`config.mk`:
```
export PLATFORM = sky130hd
export DESIGN_NAME = fs4_iq_upconverter
export DESIGN_NICKNAME = d
export VERILOG_FILES = /design/src/rtl/dspmodem_tx_pkg.sv /design/src/rtl/tx_ramp_gain.sv /design/src/rtl/fs4_iq_upconverter.sv
export SDC_FILE = /design/constraint.sdc
export NUM_CORES = 1
export LEC_CHECK = 0
export ABC_CLOCK_PERIOD_IN_PS = 3600
export CORE_ASPECT_RATIO = 0.8
export CORE_MARGIN = 10
export CORE_UTILIZATION = 52
export CTS_BUF_LIST = sky130_fd_sc_hd__clkbuf_8 sky130_fd_sc_hd__clkbuf_16
export DETAILED_ROUTE_END_ITERATION = 10
export GPL_ROUTABILITY_DRIVEN = 0
export GPL_TIMING_DRIVEN = 0
export PLACE_DENSITY = 0.78
export SYNTH_ARGS = -nofsm -noshare
export SYNTH_HDL_FRONTEND = slang
export SYNTH_HIERARCHICAL = 1
export SYNTH_SLANG_ARGS = --single-unit
```
`constraint.sdc`:
```
create_clock -name clk -period 3.6 [get_ports clk]
set_clock_uncertainty 0.15 [all_clocks]
set_input_delay 0.36 -clock clk [delete_from_list [all_inputs] [get_ports clk]]
set_output_delay 0.36 -clock clk [all_outputs]
set_load 0.03 [all_outputs]
```
`src/rtl/dspmodem_tx_pkg.sv`:
```
// Shared DSPModem transmit-path types, NCO phase constants and arithmetic helpers.
package dspmodem_tx_pkg;

    // Transmit burst state; RAMP_UP/RAMP_DOWN are only reachable with TX_RAMP_EN.
    typedef enum logic [1:0] {
        TX_IDLE      = 2'd0,
        TX_RAMP_UP   = 2'd1,
        TX_ACTIVE    = 2'd2,
        TX_RAMP_DOWN = 2'd3
    } tx_state_e;

    // fs/4 carrier phases in quarter cycles.
    localparam logic [1:0] PH_0 = 2'd0;
    localparam logic [1:0] PH_1 = 2'd1;
    localparam logic [1:0] PH_2 = 2'd2;
    localparam logic [1:0] PH_3 = 2'd3;

    // Widest sample sat_neg can handle.
    localparam int unsigned SAT_MAX_W = 64;

    // Saturating negation of a sign-extended width-bit value: the most negative
    // code maps to the most positive one instead of wrapping onto itself.
    function automatic logic signed [SAT_MAX_W-1:0] sat_neg(
        input logic signed [SAT_MAX_W-1:0] x,
        input int unsigned                 width
    );
        logic signed [SAT_MAX_W-1:0] min_v;
        min_v = $signed({SAT_MAX_W{1'b1}} << (width - 1));
        if (x == min_v) begin
            return ~min_v;
        end
        return -x;
    endfunction

endpackage

```
`src/rtl/tx_ramp_gain.sv`:
```
// Burst power ramp: gain counter 0..2**RAMP_LOG2 plus the scaling multiplier.
// Scaling is applied with the gain that accompanies the output being registered.
module tx_ramp_gain
    import dspmodem_tx_pkg::*;
#(
    parameter int unsigned WIDTH     = 18,
    parameter int unsigned RAMP_LOG2 = 4
) (
    input  logic                    clk,
    input  logic                    reset,
    input  tx_state_e               state,
    input  tx_state_e               next_state,
    input  logic signed [WIDTH-1:0] mix_in,
    output logic [RAMP_LOG2:0]      gain,
    output logic signed [WIDTH-1:0] scaled_c
);

    localparam int unsigned GW = RAMP_LOG2 + 1;
    localparam int unsigned PW = WIDTH + RAMP_LOG2 + 1;
    localparam logic [GW-1:0] G_MAX = GW'(1) << RAMP_LOG2;

    logic [GW-1:0]        gain_next;
    logic signed [PW-1:0] prod;

    // Gain follows the state being entered; a fresh burst starts from zero.
    always_comb begin
        gain_next = gain;
        case (next_state)
            TX_IDLE: gain_next = '0;
            TX_RAMP_UP: begin
                if (state == TX_IDLE) begin
                    gain_next = '0;
                end else if (gain != G_MAX) begin
                    gain_next = gain + GW'(1);
                end
            end
            TX_ACTIVE: gain_next = G_MAX;
            TX_RAMP_DOWN: begin
                if (gain != '0) begin
                    gain_next = gain - GW'(1);
                end
            end
            default: gain_next = gain;
        endcase
    end

    // Gain register.
    always_ff @(posedge clk) begin
        if (reset) begin
            gain <= '0;
        end else begin
            gain <= gain_next;
        end
    end

    // Arithmetic scale (m*g)>>>RAMP_LOG2; g = max is an exact pass-through.
    always_comb begin
        prod     = PW'(mix_in) * PW'($signed({1'b0, gain_next}));
        scaled_c = WIDTH'(prod >>> RAMP_LOG2);
    end

endmodule

```
`src/rtl/fs4_iq_upconverter.sv`:
```
// fs/4 quadrature upconverter: baseband I/Q interpolation, fs/4 mixing with
// selectable carrier phase and spectral inversion. Optional burst power ramp
// when the TX_RAMP_EN macro is defined.
module fs4_iq_upconverter
    import dspmodem_tx_pkg::*;
#(
    parameter int unsigned WIDTH     = 18,
    parameter int unsigned HOLD_MODE = 1,
    parameter int unsigned RAMP_LOG2 = 4
) (
    input  logic                    clk,
    input  logic                    reset,
    input  logic                    sam_clk_ena,
    input  logic signed [WIDTH-1:0] in_i,
    input  logic signed [WIDTH-1:0] in_q,
    input  logic                    tx_en,
    input  logic [1:0]              carrier_phase,
    input  logic                    spec_inv,
    output logic signed [WIDTH-1:0] tx_out,
    output logic                    tx_valid,
    output logic                    busy
);

    tx_state_e               state;
    tx_state_e               next_state;
    logic [1:0]              nco;
    logic [1:0]              cp_lat;
    logic                    si_lat;
    logic [1:0]              cp_eff;
    logic                    si_eff;
    logic [1:0]              phase;
    logic signed [WIDTH-1:0] hold_i;
    logic signed [WIDTH-1:0] hold_q;
    logic                    stuff;
    logic signed [WIDTH-1:0] mix_i;
    logic signed [WIDTH-1:0] mix_q;
    logic signed [WIDTH-1:0] neg_i;
    logic signed [WIDTH-1:0] neg_q;
    logic signed [WIDTH-1:0] mix_c;
    logic signed [WIDTH-1:0] out_c;

`ifdef TX_RAMP_EN
    localparam int unsigned GW = RAMP_LOG2 + 1;
    localparam logic [GW-1:0] G_MAX = GW'(1) << RAMP_LOG2;
    logic [GW-1:0] gain;
`endif

    // State register.
    always_ff @(posedge clk) begin
        if (reset) begin
            state <= TX_IDLE;
        end else begin
            state <= next_state;
        end
    end

    // Next-state logic.
    always_comb begin
        next_state = state;
`ifdef TX_RAMP_EN
        case (state)
            TX_IDLE:      if (tx_en) next_state = TX_RAMP_UP;
            TX_RAMP_UP: begin
                if (!tx_en) begin
                    next_state = TX_RAMP_DOWN;
                end else if (gain == G_MAX) begin
                    next_state = TX_ACTIVE;
                end
            end
            TX_ACTIVE:    if (!tx_en) next_state = TX_RAMP_DOWN;
            TX_RAMP_DOWN: begin
                if (tx_en) begin
                    next_state = TX_RAMP_UP;
                end else if (gain == '0) begin
                    next_state = TX_IDLE;
                end
            end
            default:      next_state = TX_IDLE;
        endcase
`else
        case (state)
            TX_IDLE: if (tx_en) next_state = TX_ACTIVE;
            default: if (!tx_en) next_state = TX_IDLE;
        endcase
`endif
    end

    // Baseband capture on every strobe regardless of state; stuff marks the
    // single cycle in which a zero-stuffed sample is presented to the mixer.
    always_ff @(posedge clk) begin
        if (reset) begin
            hold_i <= '0;
            hold_q <= '0;
            stuff  <= 1'b0;
        end else begin
            if (sam_clk_ena) begin
                hold_i <= in_i;
                hold_q <= in_q;
            end
            stuff <= sam_clk_ena;
        end
    end

    // NCO holds the phase of the next output sample: 0 while idle so the
    // first burst sample always uses phase cp, then advancing once per clk.
    // Carrier controls track their inputs while idle and freeze for the burst.
    always_ff @(posedge clk) begin
        if (reset) begin
            nco    <= PH_0;
            cp_lat <= PH_0;
            si_lat <= 1'b0;
        end else begin
            nco <= (next_state == TX_IDLE) ? PH_0 : nco + 2'd1;
            if (state == TX_IDLE) begin
                cp_lat <= carrier_phase;
                si_lat <= spec_inv;
            end
        end
    end

    // fs/4 mixer: rotate through +Q, +I, -Q, -I with optional Q inversion.
    always_comb begin
        cp_eff = (state == TX_IDLE) ? carrier_phase : cp_lat;
        si_eff = (state == TX_IDLE) ? spec_inv : si_lat;
        phase  = nco + cp_eff;
        mix_i  = ((HOLD_MODE != 0) || stuff) ? hold_i : '0;
        mix_q  = ((HOLD_MODE != 0) || stuff) ? hold_q : '0;
        neg_i  = WIDTH'(sat_neg(SAT_MAX_W'(mix_i), WIDTH));
        neg_q  = WIDTH'(sat_neg(SAT_MAX_W'(mix_q), WIDTH));
        mix_c  = '0;
        case (phase)
            PH_0:    mix_c = si_eff ? neg_q : mix_q;
            PH_1:    mix_c = mix_i;
            PH_2:    mix_c = si_eff ? mix_q : neg_q;
            default: mix_c = neg_i;
        endcase
    end

`ifdef TX_RAMP_EN
    // Burst power ramp on the mixer output.
    tx_ramp_gain #(
        .WIDTH     (WIDTH),
        .RAMP_LOG2 (RAMP_LOG2)
    ) u_ramp (
        .clk        (clk),
        .reset      (reset),
        .state      (state),
        .next_state (next_state),
        .mix_in     (mix_c),
        .gain       (gain),
        .scaled_c   (out_c)
    );
`else
    // Unity gain (g = max) expressed at the ramp datapath width; reduces to a wire.
    localparam int unsigned PW = WIDTH + RAMP_LOG2 + 1;
    assign out_c = WIDTH'((PW'(mix_c) <<< RAMP_LOG2) >>> RAMP_LOG2);
`endif

    // Output register: zero and invalid whenever the next state is idle.
    always_ff @(posedge clk) begin
        if (reset) begin
            tx_out   <= '0;
            tx_valid <= 1'b0;
        end else begin
            tx_valid <= (next_state != TX_IDLE);
            tx_out   <= (next_state != TX_IDLE) ? out_c : '0;
        end
    end

    assign busy = (state != TX_IDLE);

endmodule
```
* Yosys cells after proc, flatten, opt, wreduce, memory -nomap -nowiden
Index checks and enable logic that the tools add are counted.
** Operators by class
- Add/subtract/negate cells :: 4
- Equality and inequality tests :: 4
- Mux-type cells :: 14
- Bitwise logic cells :: 1
- Reduce and logical (&&, ||, !) cells :: 7
** Operators by type and width (number)
- 18-bit 2-to-1 mux :: 6
- 18-bit one-hot mux with 3 select lines :: 1
- 18-bit equality test, second input constant :: 2
- 18-bit negator :: 2
- 2-bit 2-to-1 mux :: 4
- 2-bit zero test :: 3
- 2-bit nonzero test :: 2
- 2-bit OR reduction :: 2
- 1-bit 2-to-1 mux :: 3
- 2-bit by 1-bit adder with 2-bit output, second input constant :: 1
- 2-bit adder :: 1
- 2-bit by 1-bit equality test with 1-bit output, second input constant :: 1
- 2-bit equality test, second input constant :: 1
- 1-bit NOT :: 1
** Word-level totals
- Flip-flop bits (word level) :: 62
- Bits of input ports :: 43
- Output and inout bits :: 20
- Word-level logic and storage cells :: 38

* Longest topological paths before layout
- Depth after elaboration :: 5
- Mapped depth :: 10
- Depth with buffers taken out :: 9

* Worst setup path before layout
No wires, ideal clock.
- Path type :: reg-to-reg
- Start :: reg state[0]
- End :: reg tx_out[3]
- Setup time :: 79 ps
- Arrival :: 2518 ps
- Required time :: 3371 ps
- Path slack :: 853 ps
- Cell stages (with the launch flop) :: 11
- Path buffers :: 1
- Clock period less this slack :: 2747 ps
- Cell sequence :: dfxtp_1 > nor2_2 > mux2_2 > ha_1 > inv_1 > clkbuf_1 > nand2_1 > mux2i_1 > and2_1 > o21ai_0 > a211oi_2
** Between the ends
- Cells in the longest elaborated chain, start to end :: 5
- Elaborated cells on any way between the ends :: 16
- Those cells by class :: add/sub (1); eq/ne (2); mux (8); bitwise (1); reduce/logical (4)
** Ends and longest elaborated chain
- start, declared :: line fs4_iq_upconverter.sv:24 : tx_state_e state;
- start signal, assigned :: line fs4_iq_upconverter.sv:53 : state <= next_state;
- 2-bit zero test * :: line fs4_iq_upconverter.sv:123 : cp_eff = (state == TX_IDLE) ? carrier_phase : cp_lat;
- 2-bit 2-to-1 mux *
- named net cp_eff[0] :: line fs4_iq_upconverter.sv:29 : logic [1:0] cp_eff;
- 2-bit adder * :: line fs4_iq_upconverter.sv:125 : phase = nco + cp_eff;
- 2-bit equality test, or another cell as far along :: line fs4_iq_upconverter.sv:131 : case (phase)
- 18-bit one-hot mux with 3 select lines * :: line fs4_iq_upconverter.sv:131
- end signal, assigned :: line fs4_iq_upconverter.sv:166 : tx_out <= (next_state != TX_IDLE) ? out_c : '0;
- end, declared :: line fs4_iq_upconverter.sv:19 : output logic signed [WIDTH-1:0] tx_out,
The timed path passes the listed nets; every way through them passes the cells marked *.
A chain may end at the register's enable or synchronous reset.

* Worst setup path after layout
Ends and elaborated chain as after synthesis.

==> summary.txt <==
status -> complete, no violations
clock edge transition at the registers on the reported setup and hold paths -> 0.07 ns
most instantiated cells after synthesis -> 62 x sky130_fd_sc_hd__dfxtp_1, 55 x sky130_fd_sc_hd__nor2_1, 43 x sky130_fd_sc_hd__mux2i_1
main area contributors after synthesis -> sky130_fd_sc_hd__dfxtp_1 38%, sky130_fd_sc_hd__mux2i_1 13%, sky130_fd_sc_hd__nor2_1 6.3%
overall die height -> 91.2 um
Min-Delay Path Class -> flip-flop to flip-flop
Remaining Overflow, GRT -> 0
clock tree sinks -> 62
antenna violations before repair -> 0
stage delay of the slowest cell on the critical path -> 0.47 ns
row cnt -> 25
count of TritonRoute iterations in the first routing pass -> 5
Hold Path Origin -> state[1]
Buf/Inv on CP -> 2
Worst EP arrival -> 3.45 ns
prevailing post-synth register cell -> sky130_fd_sc_hd__dfxtp_1
Finish-stage setup viols -> 0
vias per inst -> 5.78
CTS tree -> yes
number of synthesized register bits -> 62
power density normalized to cell area -> 459 mW/mm2
IO Port Bufs -> 61
number of vias after detailed routing -> 3079
chain of cells forming the critical path -> nor2_2 -> mux2_2 -> ha_1 -> inv_1 -> clkbuf_1 -> nand2_1 -> mux2i_2 -> and2_1 -> o21ai_0 -> a211oi_2
Max IR drop VDD -> 0.261 mV
type of destination of the critical path -> flip-flop
area of the mapped netlist -> 0.00330 mm2
routed metal-1 wirelength -> 3.98 mm
overall routed net length -> 8.96 mm
critical path startpoint -> state[0]
worst reg2reg startpoint -> state[0]
number of enable flip-flop cells after synthesis -> 0
overall fraction of global-route tracks in use -> 18.5%
area inside the core boundary -> 0.00604 mm2
ys async rst share -> 0%
Clock Path Buffers -> 2
Die Width -> 109 um
sequential share of the synthesized area -> 37.6%
Worst Max-Slew Pin Slew -> 0.730 ns
type of the worst setup path -> flip-flop to flip-flop
most used standard cell by instance count after synthesis -> sky130_fd_sc_hd__dfxtp_1
gate count of the mapped netlist -> 375
total half-perimeter wirelength after legalization and detailed placement -> 6.82 mm
number of CTS-inserted buffers -> 9
Req. time, crit path -> 3.72 ns
max-cap check violation count -> 0
portion of the clock cycle consumed by the worst path in the final layout -> 92.5%
antenna diode count -> 0
power consumption -> 1.94 mW
ratio of cells with drive above 1 in the final layout -> 7.52%
total nets after synthesis -> 421
CP max stage cell -> sky130_fd_sc_hd__clkbuf_1
Met2 Routed Length -> 4.01 mm
top sig layer -> met4
Layout Nets -> 493
via count of the first global-routing pass -> 3010
number of placed I/O pins -> 63
CP top delay family -> multiplexers
Lkg Pwr -> 1.68 nW
count of endpoints failing hold in the final timing report -> 0
final-layout fill cell count -> 500
H-tree levels -> 3
number of distinct library cell variants in the gate-level netlist after synthesis -> 58
maximum number of pins on one net before global-route repair -> 11
master cell of the clock root buffer -> sky130_fd_sc_hd__clkbuf_8
number of max-slew violations in the final report -> 0
achievable frequency -> 0.300 GHz
final period demand of the worst path -> 3.33 ns
RSZ-0062 raised after global routing -> no
die area -> 0.00995 mm2
DR WL/cell -> 16.8 um
share of Yosys cell area claimed by the top area cell type -> 37.6%
Starting Density -> 54.6%
Clk Latency, worst-skew pair -> 0.35 ns
TNS Setup -> 0 ns
critical path startpoint category -> flip-flop
max-slew headroom at the worst pin -> 49.9%
worst-path fanout max -> 10
Syn Area/Cell -> 8.79 um2
YS warnings -> 6
global-route wire length before repair -> 14.8 mm
detailed-routed wire length on met3 -> 792 um
antenna-violating nets left -> 0
Hold Buf Count CTS -> 0
cell type with the highest aggregate area in the netlist -> sky130_fd_sc_hd__dfxtp_1
drc violations -> 0
DR iter-0 viols -> 269
area overhead of the layout relative to synthesis -> 28.2%
[worst min-delay path, delay by kind of cell, from the launching register on]
family / cells / cell delay, ns
flip-flops: 1 / 0.32
buffers and inverters: 1 / 0.05
AO/OA/AOI/OAI: 1 / 0.05
[worst paths after layout]
path,end,cells after the start,slack [ns]
max reg2reg,tx_out[3],10,0.27
min,state[1],2,0.31
min reg2reg,state[1],2,0.31
max,tx_out[3],10,0.27
[registers in the layout (all words and copies together) (netlist names)]
signal and cells:
si_lat 1, tx_valid 1, cp_lat 2, hold_q 18, state 2, nco 2
tx_out 18, hold_i 18
[cell type report]
class | count | area (um2) | share of cell area [%]
Multi-Input combinational cell | 282 | 1920 | 45.4
Buffer | 21 | 103 | 2.43
Sequential cell | 62 | 1240 | 29.4
Clock buffer | 10 | 138 | 3.26
Tap cell | 81 | 101 | 2.40
Timing Repair Buffer | 61 | 611 | 14.4
Inverter | 10 | 37.5 | 0.888
Clock inverter | 6 | 77.6 | 1.83
[logic make-up after synthesis]
family,after synthesis,share of synthesized area [%]
multiplexers,46,14.1
AO/OA/AOI/OAI,79,16.3
flip-flops,62,37.6
adder cells (fa/ha/maj),3,1.14
AND/OR/NAND/NOR,130,20.2
XOR/XNOR,24,6.38
buffers and inverters,31,4.25
[timing repair]
item                                    in CTS  in global routing
gates resized for setup                      0                  1
endpoints found under the setup margin       0                  3
setup buffers                                0                  0
[metrics by stage]
step                      setup slack (ns)  instances  area (um2)  utilization [%]  hold WS [ns]
after floorplan                      0.853        375        3300                -         0.280
after global placement               0.277        517        4010             66.4         0.293
after detailed placement             0.248        517        4010             66.4         0.302
after CTS                            0.251        533        4220             70.0         0.315
after global routing                0.0350        533        4230             70.0         0.339
final                                0.270        533        4230             70.0         0.311
[report_power, final]
group	leakage, nW	total, mW	switching (mW)	internal [mW]
Combinational	1.05	0.505	0.282	0.223
Sequential	0.511	0.777	0.0434	0.733
Clock	0.119	0.660	0.259	0.401
[cells in the final DEF (no fill, tap or decap), types with 3 or more instances in the layout]
cell,n
sky130_fd_sc_hd__and2_1,3
sky130_fd_sc_hd__nand3_1,5
sky130_fd_sc_hd__nor2_1,55
sky130_fd_sc_hd__nand2b_1,4
sky130_fd_sc_hd__o22ai_1,4
sky130_fd_sc_hd__or4_1,4
sky130_fd_sc_hd__mux2_2,3
sky130_fd_sc_hd__clkbuf_8,10
sky130_fd_sc_hd__or3b_1,3
sky130_fd_sc_hd__nor4_1,6
sky130_fd_sc_hd__mux2i_1,42
sky130_fd_sc_hd__nor3_1,14
sky130_fd_sc_hd__o21ai_0,15
sky130_fd_sc_hd__xor2_1,10
sky130_fd_sc_hd__a211oi_1,3
sky130_fd_sc_hd__clkdlybuf4s50_1,61
sky130_fd_sc_hd__o21a_1,3
sky130_fd_sc_hd__a21oi_1,19
sky130_fd_sc_hd__or3_1,7
sky130_fd_sc_hd__nand4_1,3
sky130_fd_sc_hd__xnor2_1,14
sky130_fd_sc_hd__clkbuf_1,16
sky130_fd_sc_hd__buf_6,3
sky130_fd_sc_hd__o21ai_1,7
sky130_fd_sc_hd__inv_1,11
sky130_fd_sc_hd__o221ai_1,3
sky130_fd_sc_hd__ha_1,3
sky130_fd_sc_hd__nand2_1,12
sky130_fd_sc_hd__dfxtp_1,62
[routing by layer]
metal	vias to the layer above	track usage (%)
met1	1426	23.7
met2	129	27.7
met5	-	0
met3	15	6.57
li1	1509	-
met4	0	6.69
Power figures use the tool's default switching activity.
